File: src/rtl/oled_pkg.sv
// Shared FSM/serializer encodings and the SSD1306 command set used by the power sequencer.
package oled_pkg;

  typedef enum logic [3:0] {
    ST_OFF,
    ST_VDD_WAIT,
    ST_RST_WAIT,
    ST_INIT,
    ST_VBAT_WAIT,
    ST_DISP_ON,
    ST_RUN,
    ST_PD_CMD,
    ST_PD_VBAT
  } state_t;

  typedef enum logic [2:0] {
    SPI_IDLE,
    SPI_SETUP,
    SPI_LOW,
    SPI_HIGH,
    SPI_TAIL
  } spi_phase_t;

  localparam int         INIT_LEN     = 19;
  localparam logic [7:0] CMD_DISP_ON  = 8'hAF;
  localparam logic [7:0] CMD_DISP_OFF = 8'hAE;

  // 128x32 panel bring-up: clock, mux, charge pump, remap, COM pins, contrast, precharge, VCOMH.
  function automatic logic [7:0] init_rom(input logic [4:0] idx);
    case (idx)
      5'd0:    return 8'hAE;
      5'd1:    return 8'hD5;
      5'd2:    return 8'h80;
      5'd3:    return 8'hA8;
      5'd4:    return 8'h1F;
      5'd5:    return 8'h8D;
      5'd6:    return 8'h14;
      5'd7:    return 8'hA1;
      5'd8:    return 8'hC8;
      5'd9:    return 8'hDA;
      5'd10:   return 8'h02;
      5'd11:   return 8'h81;
      5'd12:   return 8'h8F;
      5'd13:   return 8'hD9;
      5'd14:   return 8'hF1;
      5'd15:   return 8'hDB;
      5'd16:   return 8'h40;
      5'd17:   return 8'h20;
      5'd18:   return 8'h00;
      default: return 8'hE3;
    endcase
  endfunction

endpackage

File: src/rtl/oled_spi_tx.sv
// Mode-0 SPI byte serializer: one setup cycle, eight SCLK periods, one trailing low cycle.
module oled_spi_tx
  import oled_pkg::*;
#(
  parameter int SCLK_DIV = 4
) (
  input  logic       clk,
  input  logic       rst,
  input  logic       start,
  input  logic [7:0] data,
  input  logic       is_data,
  output logic       busy,
  output logic       done,
  output logic       csn,
  output logic       sck,
  output logic       mosi,
  output logic       dc
);

  localparam int            HC_W    = (SCLK_DIV > 1) ? $clog2(SCLK_DIV) : 1;
  localparam logic [HC_W-1:0] HC_LAST = HC_W'(SCLK_DIV - 1);

  spi_phase_t      phase_q;
  logic [HC_W-1:0] hc_q;
  logic [2:0]      bit_q;
  logic [7:0]      shreg_q;

  assign busy = (phase_q != SPI_IDLE);
  // done marks the last csn-low cycle so the caller can line up the next byte with one idle cycle.
  assign done = (phase_q == SPI_TAIL);

  always_ff @(posedge clk or posedge rst) begin
    if (rst) begin
      phase_q <= SPI_IDLE;
      hc_q    <= '0;
      bit_q   <= '0;
      shreg_q <= '0;
      csn     <= 1'b1;
      sck     <= 1'b0;
      mosi    <= 1'b0;
      dc      <= 1'b0;
    end else begin
      unique case (phase_q)
        SPI_IDLE: begin
          if (start) begin
            phase_q <= SPI_SETUP;
            hc_q    <= '0;
            bit_q   <= '0;
            shreg_q <= data;
            csn     <= 1'b0;
            dc      <= is_data;
            mosi    <= data[7];
          end
        end
        SPI_SETUP: begin
          phase_q <= SPI_LOW;
          hc_q    <= '0;
        end
        SPI_LOW: begin
          if (hc_q == HC_LAST) begin
            phase_q <= SPI_HIGH;
            hc_q    <= '0;
            sck     <= 1'b1;
          end else begin
            hc_q <= hc_q + HC_W'(1);
          end
        end
        SPI_HIGH: begin
          if (hc_q == HC_LAST) begin
            hc_q <= '0;
            sck  <= 1'b0;
            if (bit_q == 3'd7) begin
              phase_q <= SPI_TAIL;
            end else begin
              phase_q <= SPI_LOW;
              bit_q   <= bit_q + 3'd1;
              mosi    <= shreg_q[6];
              shreg_q <= {shreg_q[6:0], 1'b0};
            end
          end else begin
            hc_q <= hc_q + HC_W'(1);
          end
        end
        SPI_TAIL: begin
          phase_q <= SPI_IDLE;
          csn     <= 1'b1;
        end
        default: phase_q <= SPI_IDLE;
      endcase
    end
  end

endmodule

File: src/rtl/oled_power_sequencer.sv
// SSD1306 power-up/power-down sequencer with a RUN-mode pixel byte pass-through onto SPI.
module oled_power_sequencer
  import oled_pkg::*;
#(
  parameter int SCLK_DIV   = 4,
  parameter int T_VDD_CYC  = 50_000,
  parameter int T_RST_CYC  = 500,
  parameter int T_VBAT_CYC = 5_000_000
) (
  input  logic       clk_ref_in,
  input  logic       reset_in,
  input  logic       disp_on_in,
  input  logic       pix_valid_in,
  input  logic [7:0] pix_data_in,
  output logic       pix_ready_out,
  output logic       ready_out,
  output logic       busy_out,
  output logic       oled_rstn_out,
  output logic       oled_vbatn_out,
  output logic       oled_vcdn_out,
  output logic       oled_csn_out,
  output logic       oled_dc_out,
  output logic       oled_clk_out,
  output logic       oled_mosi_out
);

  localparam int T_MAX0 = (T_VDD_CYC > T_RST_CYC) ? T_VDD_CYC : T_RST_CYC;
  localparam int T_MAX  = (T_MAX0 > T_VBAT_CYC) ? T_MAX0 : T_VBAT_CYC;
  localparam int CNT_W  = $clog2(T_MAX) + 1;

  localparam logic [CNT_W-1:0] VDD_LOAD  = CNT_W'(T_VDD_CYC - 1);
  localparam logic [CNT_W-1:0] RST_LOAD  = CNT_W'(T_RST_CYC - 1);
  localparam logic [CNT_W-1:0] VBAT_LOAD = CNT_W'(T_VBAT_CYC - 1);

  state_t           state_q, state_d;
  logic [CNT_W-1:0] cnt_q, cnt_d;
  logic [4:0]       idx_q, idx_d;
  logic             vcdn_q, vcdn_d;
  logic             vbatn_q, vbatn_d;
  logic             rstn_q, rstn_d;
  logic             pix_ready_q, pix_ready_d;
  logic             ready_q, ready_d;
  logic             busy_q, busy_d;

  logic             spi_start;
  logic [7:0]       spi_data;
  logic             spi_is_data;
  logic             spi_busy;
  logic             spi_done;

  always_ff @(posedge clk_ref_in or posedge reset_in) begin
    if (reset_in) begin
      state_q     <= ST_OFF;
      cnt_q       <= '0;
      idx_q       <= '0;
      vcdn_q      <= 1'b1;
      vbatn_q     <= 1'b1;
      rstn_q      <= 1'b0;
      pix_ready_q <= 1'b0;
      ready_q     <= 1'b0;
      busy_q      <= 1'b0;
    end else begin
      state_q     <= state_d;
      cnt_q       <= cnt_d;
      idx_q       <= idx_d;
      vcdn_q      <= vcdn_d;
      vbatn_q     <= vbatn_d;
      rstn_q      <= rstn_d;
      pix_ready_q <= pix_ready_d;
      ready_q     <= ready_d;
      busy_q      <= busy_d;
    end
  end

  // idx_q counts ROM bytes in INIT and doubles as a "command issued" flag in DISP_ON / PD_CMD.
  always_comb begin
    state_d     = state_q;
    cnt_d       = (cnt_q != '0) ? cnt_q - CNT_W'(1) : cnt_q;
    idx_d       = idx_q;
    vcdn_d      = vcdn_q;
    vbatn_d     = vbatn_q;
    rstn_d      = rstn_q;
    spi_start   = 1'b0;
    spi_data    = 8'h00;
    spi_is_data = 1'b0;
    unique case (state_q)
      ST_OFF: begin
        if (disp_on_in) begin
          state_d = ST_VDD_WAIT;
          cnt_d   = VDD_LOAD;
          vcdn_d  = 1'b0;
          rstn_d  = 1'b0;
        end
      end
      ST_VDD_WAIT: begin
        if (!disp_on_in) begin
          state_d = ST_OFF;
          vcdn_d  = 1'b1;
          rstn_d  = 1'b0;
        end else if (cnt_q == '0) begin
          state_d = ST_RST_WAIT;
          cnt_d   = RST_LOAD;
          rstn_d  = 1'b1;
        end
      end
      ST_RST_WAIT: begin
        if (!disp_on_in) begin
          state_d = ST_OFF;
          vcdn_d  = 1'b1;
          rstn_d  = 1'b0;
        end else if (cnt_q == '0) begin
          state_d = ST_INIT;
          idx_d   = '0;
        end
      end
      ST_INIT: begin
        if (!disp_on_in) begin
          state_d = ST_PD_CMD;
          idx_d   = '0;
        end else if (!spi_busy) begin
          if (idx_q == 5'(INIT_LEN)) begin
            state_d = ST_VBAT_WAIT;
            cnt_d   = VBAT_LOAD;
            vbatn_d = 1'b0;
          end else begin
            spi_start = 1'b1;
            spi_data  = init_rom(idx_q);
            idx_d     = idx_q + 5'd1;
          end
        end
      end
      ST_VBAT_WAIT: begin
        if (!disp_on_in) begin
          state_d = ST_PD_CMD;
          idx_d   = '0;
        end else if (cnt_q == '0) begin
          state_d = ST_DISP_ON;
          idx_d   = '0;
        end
      end
      ST_DISP_ON: begin
        if (!disp_on_in) begin
          state_d = ST_PD_CMD;
          idx_d   = '0;
        end else if (!spi_busy) begin
          if (idx_q != '0) begin
            state_d = ST_RUN;
          end else begin
            spi_start = 1'b1;
            spi_data  = CMD_DISP_ON;
            idx_d     = 5'd1;
          end
        end
      end
      ST_RUN: begin
        // A byte offered while pix_ready was high is always taken, even as power-down begins.
        if (pix_valid_in && pix_ready_q) begin
          spi_start   = 1'b1;
          spi_data    = pix_data_in;
          spi_is_data = 1'b1;
        end
        if (!disp_on_in) begin
          state_d = ST_PD_CMD;
          idx_d   = '0;
        end
      end
      ST_PD_CMD: begin
        if (!spi_busy) begin
          if (idx_q == '0) begin
            spi_start = 1'b1;
            spi_data  = CMD_DISP_OFF;
            idx_d     = 5'd1;
          end else if (!vbatn_q) begin
            state_d = ST_PD_VBAT;
            cnt_d   = VBAT_LOAD;
            vbatn_d = 1'b1;
          end else begin
            state_d = ST_OFF;
            vcdn_d  = 1'b1;
            rstn_d  = 1'b0;
          end
        end
      end
      ST_PD_VBAT: begin
        if (cnt_q == '0) begin
          state_d = ST_OFF;
          vcdn_d  = 1'b1;
          rstn_d  = 1'b0;
        end
      end
      default: state_d = ST_OFF;
    endcase

    ready_d     = (state_d == ST_RUN);
    busy_d      = !((state_d == ST_OFF) || (state_d == ST_RUN));
    pix_ready_d = (state_d == ST_RUN) && disp_on_in && !spi_start && (!spi_busy || spi_done);
  end

  oled_spi_tx #(
    .SCLK_DIV (SCLK_DIV)
  ) u_spi_tx (
    .clk     (clk_ref_in),
    .rst     (reset_in),
    .start   (spi_start),
    .data    (spi_data),
    .is_data (spi_is_data),
    .busy    (spi_busy),
    .done    (spi_done),
    .csn     (oled_csn_out),
    .sck     (oled_clk_out),
    .mosi    (oled_mosi_out),
    .dc      (oled_dc_out)
  );

  assign pix_ready_out  = pix_ready_q;
  assign ready_out      = ready_q;
  assign busy_out       = busy_q;
  assign oled_rstn_out  = rstn_q;
  assign oled_vbatn_out = vbatn_q;
  assign oled_vcdn_out  = vcdn_q;

endmodule
File: config.mk
export PLATFORM = sky130hd
export DESIGN_NAME = oled_power_sequencer
export DESIGN_NICKNAME = d
export VERILOG_FILES = /design/src/rtl/oled_pkg.sv /design/src/rtl/oled_spi_tx.sv /design/src/rtl/oled_power_sequencer.sv
export SDC_FILE = /design/constraint.sdc
export NUM_CORES = 1
export LEC_CHECK = 0
export ABC_CLOCK_PERIOD_IN_PS = 2250
export CORE_MARGIN = 2
export CORE_UTILIZATION = 54
export CTS_CLUSTER_SIZE = 30
export DETAILED_ROUTE_END_ITERATION = 16
export GPL_ROUTABILITY_DRIVEN = 0
export HOLD_SLACK_MARGIN = 0.12
export PLACE_DENSITY = 0.76
export SLEW_MARGIN = 20
export SYNTH_ARGS = -nofsm -noshare
export SYNTH_HDL_FRONTEND = slang
export SYNTH_SLANG_ARGS = --single-unit
export TNS_END_PERCENT = 10
File: constraint.sdc
create_clock -name clk_ref_in -period 2.25 [get_ports clk_ref_in]
set_clock_uncertainty 0.15 [all_clocks]
set_input_delay 0.225 -clock clk_ref_in [delete_from_list [all_inputs] [get_ports clk_ref_in]]
set_output_delay 0.225 -clock clk_ref_in [all_outputs]
set_load 0.05 [all_outputs]
; ---- After elaboration in Yosys (flattened, before gate mapping)
; Memory sizes are Yosys's and may differ from the RTL's.
; Index checks and enable logic that the tools add are counted.
[classes]
n_reduce_logical = 37
muxes = 109
add_sub_neg = 4
n_eq_ne = 38
[ops]
columns = op, count
row1 = 2-to-1 mux 24 bit, 10
row2 = one-hot mux 24 bit (4 select lines), 1
row3 = 2-to-1 mux 4 bit, 18
row4 = 2-to-1 mux 8 bit, 9
row5 = 2-to-1 mux 5 bit, 12
row6 = one-hot mux 4 bit (9 select lines), 1
row7 = 2-to-1 mux 1 bit, 33
row8 = one-hot mux 8 bit (4 select lines), 1
row9 = "inequality test 2 bit, second input constant", 15
row10 = one-hot mux 5 bit (6 select lines), 1
row11 = zero test 24 bit, 1
row12 = nonzero test 24 bit, 1
row13 = "subtractor 24 x 1 -> 24 bit, second input constant", 1
row14 = 2-to-1 mux 3 bit, 7
row15 = 2-to-1 mux 7 bit, 3
row16 = "== test 4 x 3 -> 1 bit, second input constant", 5
row17 = "inequality test 3 bit, second input constant", 5
row18 = one-hot mux 7 bit (2 select lines), 1
row19 = one-hot mux 3 bit (4 select lines), 1
row20 = nonzero test 5 bit, 2
row21 = AND reduction 9 bit, 1
row22 = "== test 4 x 2 -> 1 bit, second input constant", 2
row23 = zero test 4 bit, 2
row24 = one-hot mux 1 bit (2 select lines), 4
row25 = 32 further kinds, 51
[word_totals]
register_bits = 58
romBits = 256
input_bits = 12
mem_count = 1
elab_cells = 206
out_inout_bits = 10
[memory_table]
columns = memory, depth, width, rd, rd_clocked_by_memory_dff, wr, line_no
row1 = (name not given), 32, 8, 1, 0, 0, oled_pkg.sv:30  ; case (idx)

; ---- Logic depth before layout (Yosys ltp)
; Gate-level depths: netlist (run 1).
[logic_depth]
word_depth = 9
mapped_depth = 10
depth_no_buf = 10

; ---- By module
; Synthesis (run 1) repeated with hierarchy kept, for this count alone.
[hier_totals]
cells_unflattened = 430
hier_area_um2 = 3896.2
[by_module_without_submodules]
columns = mod, instances, seq_area_each_um2, cells_per_inst, area_per_inst_um2
row1 = oled_power_sequencer, 1, 978.4, 348, 2880.3
row2 = oled_spi_tx, 1, 476.7, 82, 1016.0

; ---- Worst setup path before layout (run 1)
; No wires, ideal clock.
[synth_timing]
path_type = register -> register
from = register idx_q[1]
to = register idx_q[4]
required_ns = 1.965
arrival_time_ns = 2.021
setup_ns = 0.135
path_stages_with_launch = 9
synth_period_minus_slack_ns = 2.306
n_path_buf = 0
slack_ns = -0.056
path_cell_list = dfrtp_1 > inv_1 > ha_1 > nor4b_2 > nor2_1 > a2111oi_0 > o211ai_1 > o21ai_0 > o41ai_1
[synth_between]
elab_chain_len = 5
elab_cells_between_ends = 12
cone_classes = add/sub (1) / eq/ne (4) / mux (4) / reduce/logical (3)
[synth_rtl]
columns = item, line_no
row1 = start: declaration, oled_power_sequencer.sv:37  ; logic [4:0] idx_q, idx_d;
row2 = start signal: assignment, oled_power_sequencer.sv:65  ; idx_q <= idx_d;
row3 = adder 5 x 1 -> 5 bit, oled_power_sequencer.sv:128  ; idx_d = idx_q + 5'd1;
row4 = 2-to-1 mux 5 bit, oled_power_sequencer.sv:121  ; if (idx_q == 5'(INIT_LEN)) begin
row5 = 2-to-1 mux 5 bit, oled_power_sequencer.sv:120  ; end else if (!spi_busy) begin
row6 = 2-to-1 mux 5 bit, oled_power_sequencer.sv:117  ; if (!disp_on_in) begin
row7 = one-hot mux 5 bit (6 select lines), oled_power_sequencer.sv:86  ; unique case (state_q)
; Parallel ways exist; a longest one is shown, timed or not. The select of a mux whose other input is x is not followed.
; A chain may end at the register's enable or synchronous reset.

; ---- Final worst setup path (run 1)
[layout_timing]
from = register cnt_q[15]
to = register idx_q[2]
[layout_between]
elab_chain_len = 4
elab_cells_between_ends = 5
cone_classes = mux (4) / reduce/logical (1)
[layout_rtl]
columns = item, line_no
row1 = start: declaration, oled_power_sequencer.sv:36  ; logic [CNT_W-1:0] cnt_q, cnt_d;
row2 = start signal: assignment, oled_power_sequencer.sv:64  ; cnt_q <= cnt_d;
row3 = zero test 24 bit (*), "oled_power_sequencer.sv:111, oled_power_sequencer.sv:136"
row4 = 2-to-1 mux 5 bit (*), -
row5 = "2-to-1 mux 5 bit, on equally long branches", -
row6 = one-hot mux 5 bit (6 select lines) (*), -
; Every way passes the cells marked *; elsewhere a longest branch is shown, timed or not. The select of a mux whose other input is x is not followed.

==> results of run 1 <==
-- power breakdown --
| part | internal [uW] | switching [uW] | leakage, uW |
|---|---|---|---|
| logic | 950 | 1130 | 0.00140 |
| clock network | 482 | 419 | 0.0000915 |
| registers | 1310 | 229 | 0.000695 |
| total | 2740 | 1780 | 0.00219 |
-- stage by stage --
stage,setup TNS (ns),hold WS (ns)
floorplan,-0.001242,0.3073
CTS,-0.1201,0.1271
global placement,-2.758,0.3148
finish,-0.04828,0.08605
detailed placement,-3.820,0.3400
global route,-1.520,0.1251
-- worst max path at each step --
stage              endpoint  slack [ns]  cells after the start
4_1_cts            idx_q[2]       -0.04                      7
6_report           idx_q[2]       -0.02                      7
5_1_grt            idx_q[1]       -0.11                      7
3_5_place_dp       idx_q[3]       -0.21                      8
3_3_place_gp      cnt_q[23]       -0.15                      8
2_1_floorplan  u_spi_tx.csn      -0.001                      7
-- cells in the final DEF (no fill, tap or decap), types with 3 or more instances in the layout --
cell             instances
nor3_2                   3
xor2_1                   7
a31oi_1                  7
nor3_1                  13
o22ai_1                  4
nand2_1                 34
nand3b_1                 3
nor2_1                  49
o31ai_1                  4
dfrtp_1                 54
clkdlybuf4s50_1         21
and2_1                   3
a22o_1                   8
a211oi_1                 5
a221oi_1                 5
nand3_1                  8
inv_2                    3
inv_1                   10
o211ai_1                 5
or3_1                    8
mux2i_1                  4
nand4_1                  8
a21oi_1                 27
nor4_1                   4
nor2b_1                  9
dfstp_2                  3
buf_4                   77
xnor2_1                 14
clkbuf_8                12
o21ai_1                  4
ha_1                    11
nand2b_1                 5
o21ai_0                 24
o21a_1                   3
buf_6                    5
and3_1                   6
-- critical path, delay by kind of cell, from the launching register on --
family	cells	cell delay (ns)
AOI/OAI and AO/OA	2	0.33
buffers and inverters	2	0.31
DFF	1	0.38
and+or+nand+nor	3	0.99
-- state kept, by name, summed over array words and instances, names as in the netlist --
name              cells
busy_out              1
cnt_q                24
idx_q                 5
oled_rstn_out         1
oled_vbatn_out        1
oled_vcdn_out         1
pix_ready_out         1
ready_out             1
state_q               4
u_spi_tx.bit_q        3
u_spi_tx.csn          1
u_spi_tx.dc           1
u_spi_tx.hc_q         2
u_spi_tx.mosi         1
u_spi_tx.phase_q      3
u_spi_tx.sck          1
u_spi_tx.shreg_q      7
-- routing by layer --
metal	global-route usage, %	routed length, um	up-vias
met2	51.26	5685	142
met5	0	0	-
li1	-	-	1797
met3	4.851	582	27
met4	11.71	208	0
met1	33.98	4350	1838
-- cell type report --
cell class              count  area [um^2]  area share (%)
clock buffers              13        168.9           3.333
clock inverters             2        12.51          0.2469
inverters                  14        55.05           1.086
multi-input cells         341         2370           46.77
flip-flops and latches     58         1456           28.74
well taps                  96        120.1           2.370
repair buffers            105        884.6           17.46
-- timing repair --
action / in CTS / in global routing
gates resized for setup: 10 / 28
setup buffers: 5 / 3
endpoints found under the setup margin: 26 / 43
pin swaps: 4 / 16
hold buffers: 0 / 0
-- cell families (layout without fill, tap and decap cells) --
family	after synthesis	in the layout	synth area share, %
compound gates	120	120	21.05
xor+xnor	22	22	5.002
mux	5	5	1.332
simple gates	180	180	25.72
flops	58	58	37.77
fa+ha+maj	14	14	4.482
buf+inv	37	134	4.644
==> run summary, run 1 <==
status -> finished, violations left
failing checks -> negative setup slack
ranking of synthesized cells by area -> dfrtp_1 36%, nor2_1 4.9%, ha_1 4.2%, o21ai_0 3.6%, a21oi_1 3.5%
Pwr Total -> 4521 uW
Routed Antenna Nets -> 0
filler cell count -> 487
VDD IR max -> 783.5 uV
syn_nets -> 461
Leakage -> 0.002189 uW
TritonCTS Sinks -> 58
Yosys top cell area share -> 35.73%
CTS H-Tree Depth -> 3
drt wl/cell -> 17.21 um
Post-DP Area -> 0.004661 mm^2
Unique masters post-synth -> 73
final setup vio count -> 3
Max-Cap Viols -> 0
pre-CTS WS -> -0.2072 ns
worst path required time -> 2.32 ns
reg2reg start -> cnt_q[15]
Starting DRT DRC Count -> 235
first-pass GRT wire length -> 17430 um
Finished Cell Area -> 0.005067 mm^2
r2r setup slk -> -0.02 ns
Post-Layout Cell Count -> 629
TritonCTS clock tree -> yes
post-synthesis cell area -> 0.003852 mm^2
Synth Flop Type -> dfrtp_1
clock slew at reported path FFs -> 0.07 ns
routed vias/inst -> 6.048
Final Slew Violations -> 0
Vert. Die Dim -> 88.47 um
Fmax -> 439.9 MHz
I/O pins -> 22
PD cells -> 892.3 mW/mm^2
placed cell count -> 606
ys async rst share -> 100.0%
worst skew pair latency -> 0.34 ns
WL final -> 10830 um
grt total ovfl -> 0
Critical Path End Type -> register
largest net degree at the start of global routing -> 59
Horiz. Die Dim -> 88.47 um
post-route setup slack -> -0.02343 ns
ordered cell list for the critical path -> or4_4, nand4b_4, nor2_4, buf_6, o211ai_1, buf_4, a22o_1
total core area -> 0.006832 mm^2
Die ar. -> 0.007826 mm^2
Hold Fails Final Rpt -> 0
Initial Utilization -> 56.39%
diodes inserted -> 0
Pre-antenna DRT Iters -> 5
Mapped Avg Cell Area -> 8.836 um^2
initial antenna violation count -> 0
post-DP HPWL -> 7688 um
Final min period -> 2.273 ns
CP Launch Type -> register
Final #Nets -> 554
worst r2r path cells -> 7
via count -> 3804
Root Driver -> clkbuf_8
count leader, synth -> dfrtp_1
Final Core Density -> 74.18%
Seq/Total Area, Yosys -> 37.77%
PortBufs -> 21
Overall Global Routing Usage -> 28.63%
Bufs on Longest Clock Path -> 2
# rows -> 30
critical path class -> reg -> reg
RR Endpoint -> idx_q[2]
Min-Delay Path Class -> in -> async
Worst Max-Slew Pin Slew -> 0.5117 ns
CP peak stage delay -> 0.54 ns
drt drc -> 0
critical path data arrival time -> 2.35 ns
area delta synth->final -> 31.54%
Crit Path Max Fanout -> 6
Critical path origin -> cnt_q[15]
cts bufs inserted -> 9
slowest CP cell -> or4_4
layout cell share with drive strength beyond 1 -> 26.83%
RSZ-0062 raised after global routing -> true
cell taking the most area after synthesis -> dfrtp_1
Synth warnings -> 0
Synth Register Bits -> 58
cells after synthesis -> 436
crit share post-route -> 101.0%
max_slew headroom -> 65.78%
leading post-synthesis cells by instance count -> 55 x dfrtp_1, 50 x nor2_1, 34 x nand2_1
EDFF count, synth -> 0
vias in the first global route -> 3786
Power figures use the tool's default switching activity.
==> run 2: changes to the inputs <==
CORE_ASPECT_RATIO = 2   (was unset)
==> run 2 against run 1 <==
Compared with the run above:
- the flow still finishes with violations (negative setup slack)
- cell count grew 1.6%
- worst setup slack got worse by 0.016 ns
- global-route usage is 5.7 points higher
- via count is 6.6% higher
- register-to-register slack worse by 0.02 ns
- sequential share of layout area decreased by 2.0 points
- routed wire length grew 18%
==> run summary, run 2 (synthesis results as in run 1) <==
CP Launch Type -> register
final hold slack -> 0.1276 ns (+0.04156 ns)
TritonCTS Sinks -> 58 (unchanged)
clock slew at reported path FFs -> 0.06 ns (about the same)
Leakage -> 0.002346 uW (+7.2%)
biggest regs -> cnt_q x24, u_spi_tx.shreg_q x7, idx_q x5
Fmax -> 436.8 MHz (-0.71%)
Pre-antenna DRT Iters -> 4 (-1)
total core area -> 0.006940 mm^2 (+1.6%)
Routed Antenna Nets -> 0 (unchanged)
first-pass GRT wire length -> 20260 um (+16%)
filler cell count -> 427 (-12%)
Die ar. -> 0.007867 mm^2 (+0.52%)
largest net degree at the start of global routing -> 59 (unchanged)
Initial Utilization -> 55.51% (-0.88 points)
Max-Cap Viols -> 0 (unchanged)
max_slew headroom -> 66.51% (+0.74 points)
Final Slew Violations -> 0 (unchanged)
Biggest register -> cnt_q
vias in the first global route -> 4254 (+12%)
critical path data arrival time -> 2.35 ns (about the same)
post-route setup slack -> -0.03962 ns (-0.01619 ns)
Post-DP Area -> 0.004753 mm^2 (+2.0%)
Finished Cell Area -> 0.005460 mm^2 (+7.8%)
via count -> 4055 (+6.6%)
routed vias/inst -> 6.346 (+4.9%)
Worst Max-Slew Pin Slew -> 0.5007 ns (-0.01101 ns)
area occupied by multi-input gates -> 0.002441 mm^2 (+3.0%)
drt wl/cell -> 20.04 um (+16%)
placed cell count -> 610 (+0.66%)
VDD IR max -> 867.6 uV (+11%)
# rows -> 43 (+43%)
cts bufs inserted -> 9 (unchanged)
Hold Fails Final Rpt -> 0 (unchanged)
worst path required time -> 2.31 ns (about the same)
final setup vio count -> 3 (unchanged)
max FFs per register -> 24 (unchanged)
TritonCTS clock tree -> yes
r2r setup slk -> -0.04 ns (-0.02 ns)
Vert. Die Dim -> 123.5 um (+40%)
layout cell share with drive strength beyond 1 -> 32.42% (+5.6 points)
grt total ovfl -> 0 (unchanged)
RR Endpoint -> cnt_q[20]
Final min period -> 2.290 ns (+0.01619 ns)
failing checks -> negative setup slack
RSZ-0062 raised after global routing -> true
CTS H-Tree Depth -> 3 (unchanged)
area delta synth->final -> 41.73%
commonest non-fill, non-tap cell in the layout -> buf_4
PortBufs -> 21 (unchanged)
critical path class -> reg -> reg
diodes inserted -> 0 (unchanged)
Overall Global Routing Usage -> 34.36% (+5.7 points)
Horiz. Die Dim -> 63.73 um (-28%)
pre-CTS WS -> -0.4408 ns (-0.2336 ns)
worst skew pair latency -> 0.33 ns (about the same)
Crit Path Max Fanout -> 4 (-2)
crit share post-route -> 101.8% (+0.72 points)
PD cells -> 998.0 mW/mm^2 (+12%)
drt drc -> 0 (unchanged)
status -> finished, violations left
I/O pins -> 22 (unchanged)
initial antenna violation count -> 0 (unchanged)
Root Driver -> clkbuf_16
Min-Delay Path Class -> in -> async
Final #Nets -> 569 (+2.7%)
worst r2r path cells -> 8 (+1)
Post-Layout Cell Count -> 639 (+1.6%)
Critical Path End Type -> register
Register Area -> 0.001458 mm^2 (about the same)
reg2reg start -> cnt_q[12]
Bufs on Longest Clock Path -> 2 (unchanged)
commonest cells after routing, fill and taps aside -> 88 x buf_4, 53 x dfrtp_1, 46 x nor2_1
hold buffer count at CTS -> 0 (unchanged)
post-DP HPWL -> 8811 um (+15%)
WL final -> 12810 um (+18%)
Starting DRT DRC Count -> 272 (+16%)
[run 2: repair_timing]
action / 4_1_cts / 5_1_grt
gates cloned: 0 / 1
pin swaps: 7 / 19
gates resized for setup: 24 / 38
buffers inserted: 6 / 6
endpoints found under the setup margin: 31 / 47
[run 2: worst max path at each step]
stage | startpoint | slack [ns] | endpoint | depth (start not counted)
after CTS | idx_q[0] | -0.03 | pix_ready_out | 7
after floorplan | idx_q[1] | -0.001 | u_spi_tx.csn | 7
after global routing | cnt_q[12] | -0.14 | cnt_q[21] | 9
final | cnt_q[12] | -0.04 | cnt_q[20] | 8
after global placement | disp_on_in | -0.16 | cnt_q[10] | 8
after detailed placement | disp_on_in | -0.44 | idx_q[3] | 8
[run 2: metrics by stage]
step | utilization, % | total power (uW) | setup TNS (ns)
global route | 78.67 | 5736 | -1.790
detailed placement | 68.49 | 3536 | -5.136
floorplan | - | 2775 | -0.001242
global placement | 68.49 | 3449 | -2.831
finish | 78.67 | 5450 | -0.09636
CTS | 75.64 | 5243 | -0.08015
[run 2: critical path, cell delays in order, from the launching register on]
cell and delay (ns):
dfrtp_1 0.37, or4_4 0.57, nand4b_4 0.24, buf_6 0.16, buf_6 0.10, and4_4 0.19
nand2_1 0.09, xor2_1 0.22, nor2_1 0.08
[run 2: routing by layer]
layer | GRT usage, % | vias to the layer above | part of all wire, %
met3 | 7.825 | 94 | 4.3
met1 | 31.19 | 1935 | 31
met5 | 0 | - | 0
met2 | 63.16 | 194 | 55
li1 | - | 1832 | -
met4 | 28.53 | 0 | 9.2
[run 2: area by class of cell]
cell class	count	share of cell area, %
clock buffer	11	4.629
clock inverter	5	1.833
multi-input combinational	341	44.71
sequential	58	26.70
tap	90	2.062
timing repair buffer	120	19.11
inverter	14	0.9624
[run 2: report_power, final]
group | switching, uW | total, uW | leakage [uW] | internal [uW]
Clock | 488 | 1620 | 0.000176 | 1140
Sequential | 218 | 1530 | 0.000693 | 1310
Combinational | 1280 | 2300 | 0.00148 | 1020
Total | 1980 | 5450 | 0.00235 | 3470
==> run 3: changes to the inputs <==
CAP_MARGIN = 0   (was unset)
CORE_ASPECT_RATIO = unset   (was 2)
==> results of run 3 <==
Same layout as run 1: the final DEF is identical, and so are final timing and power.
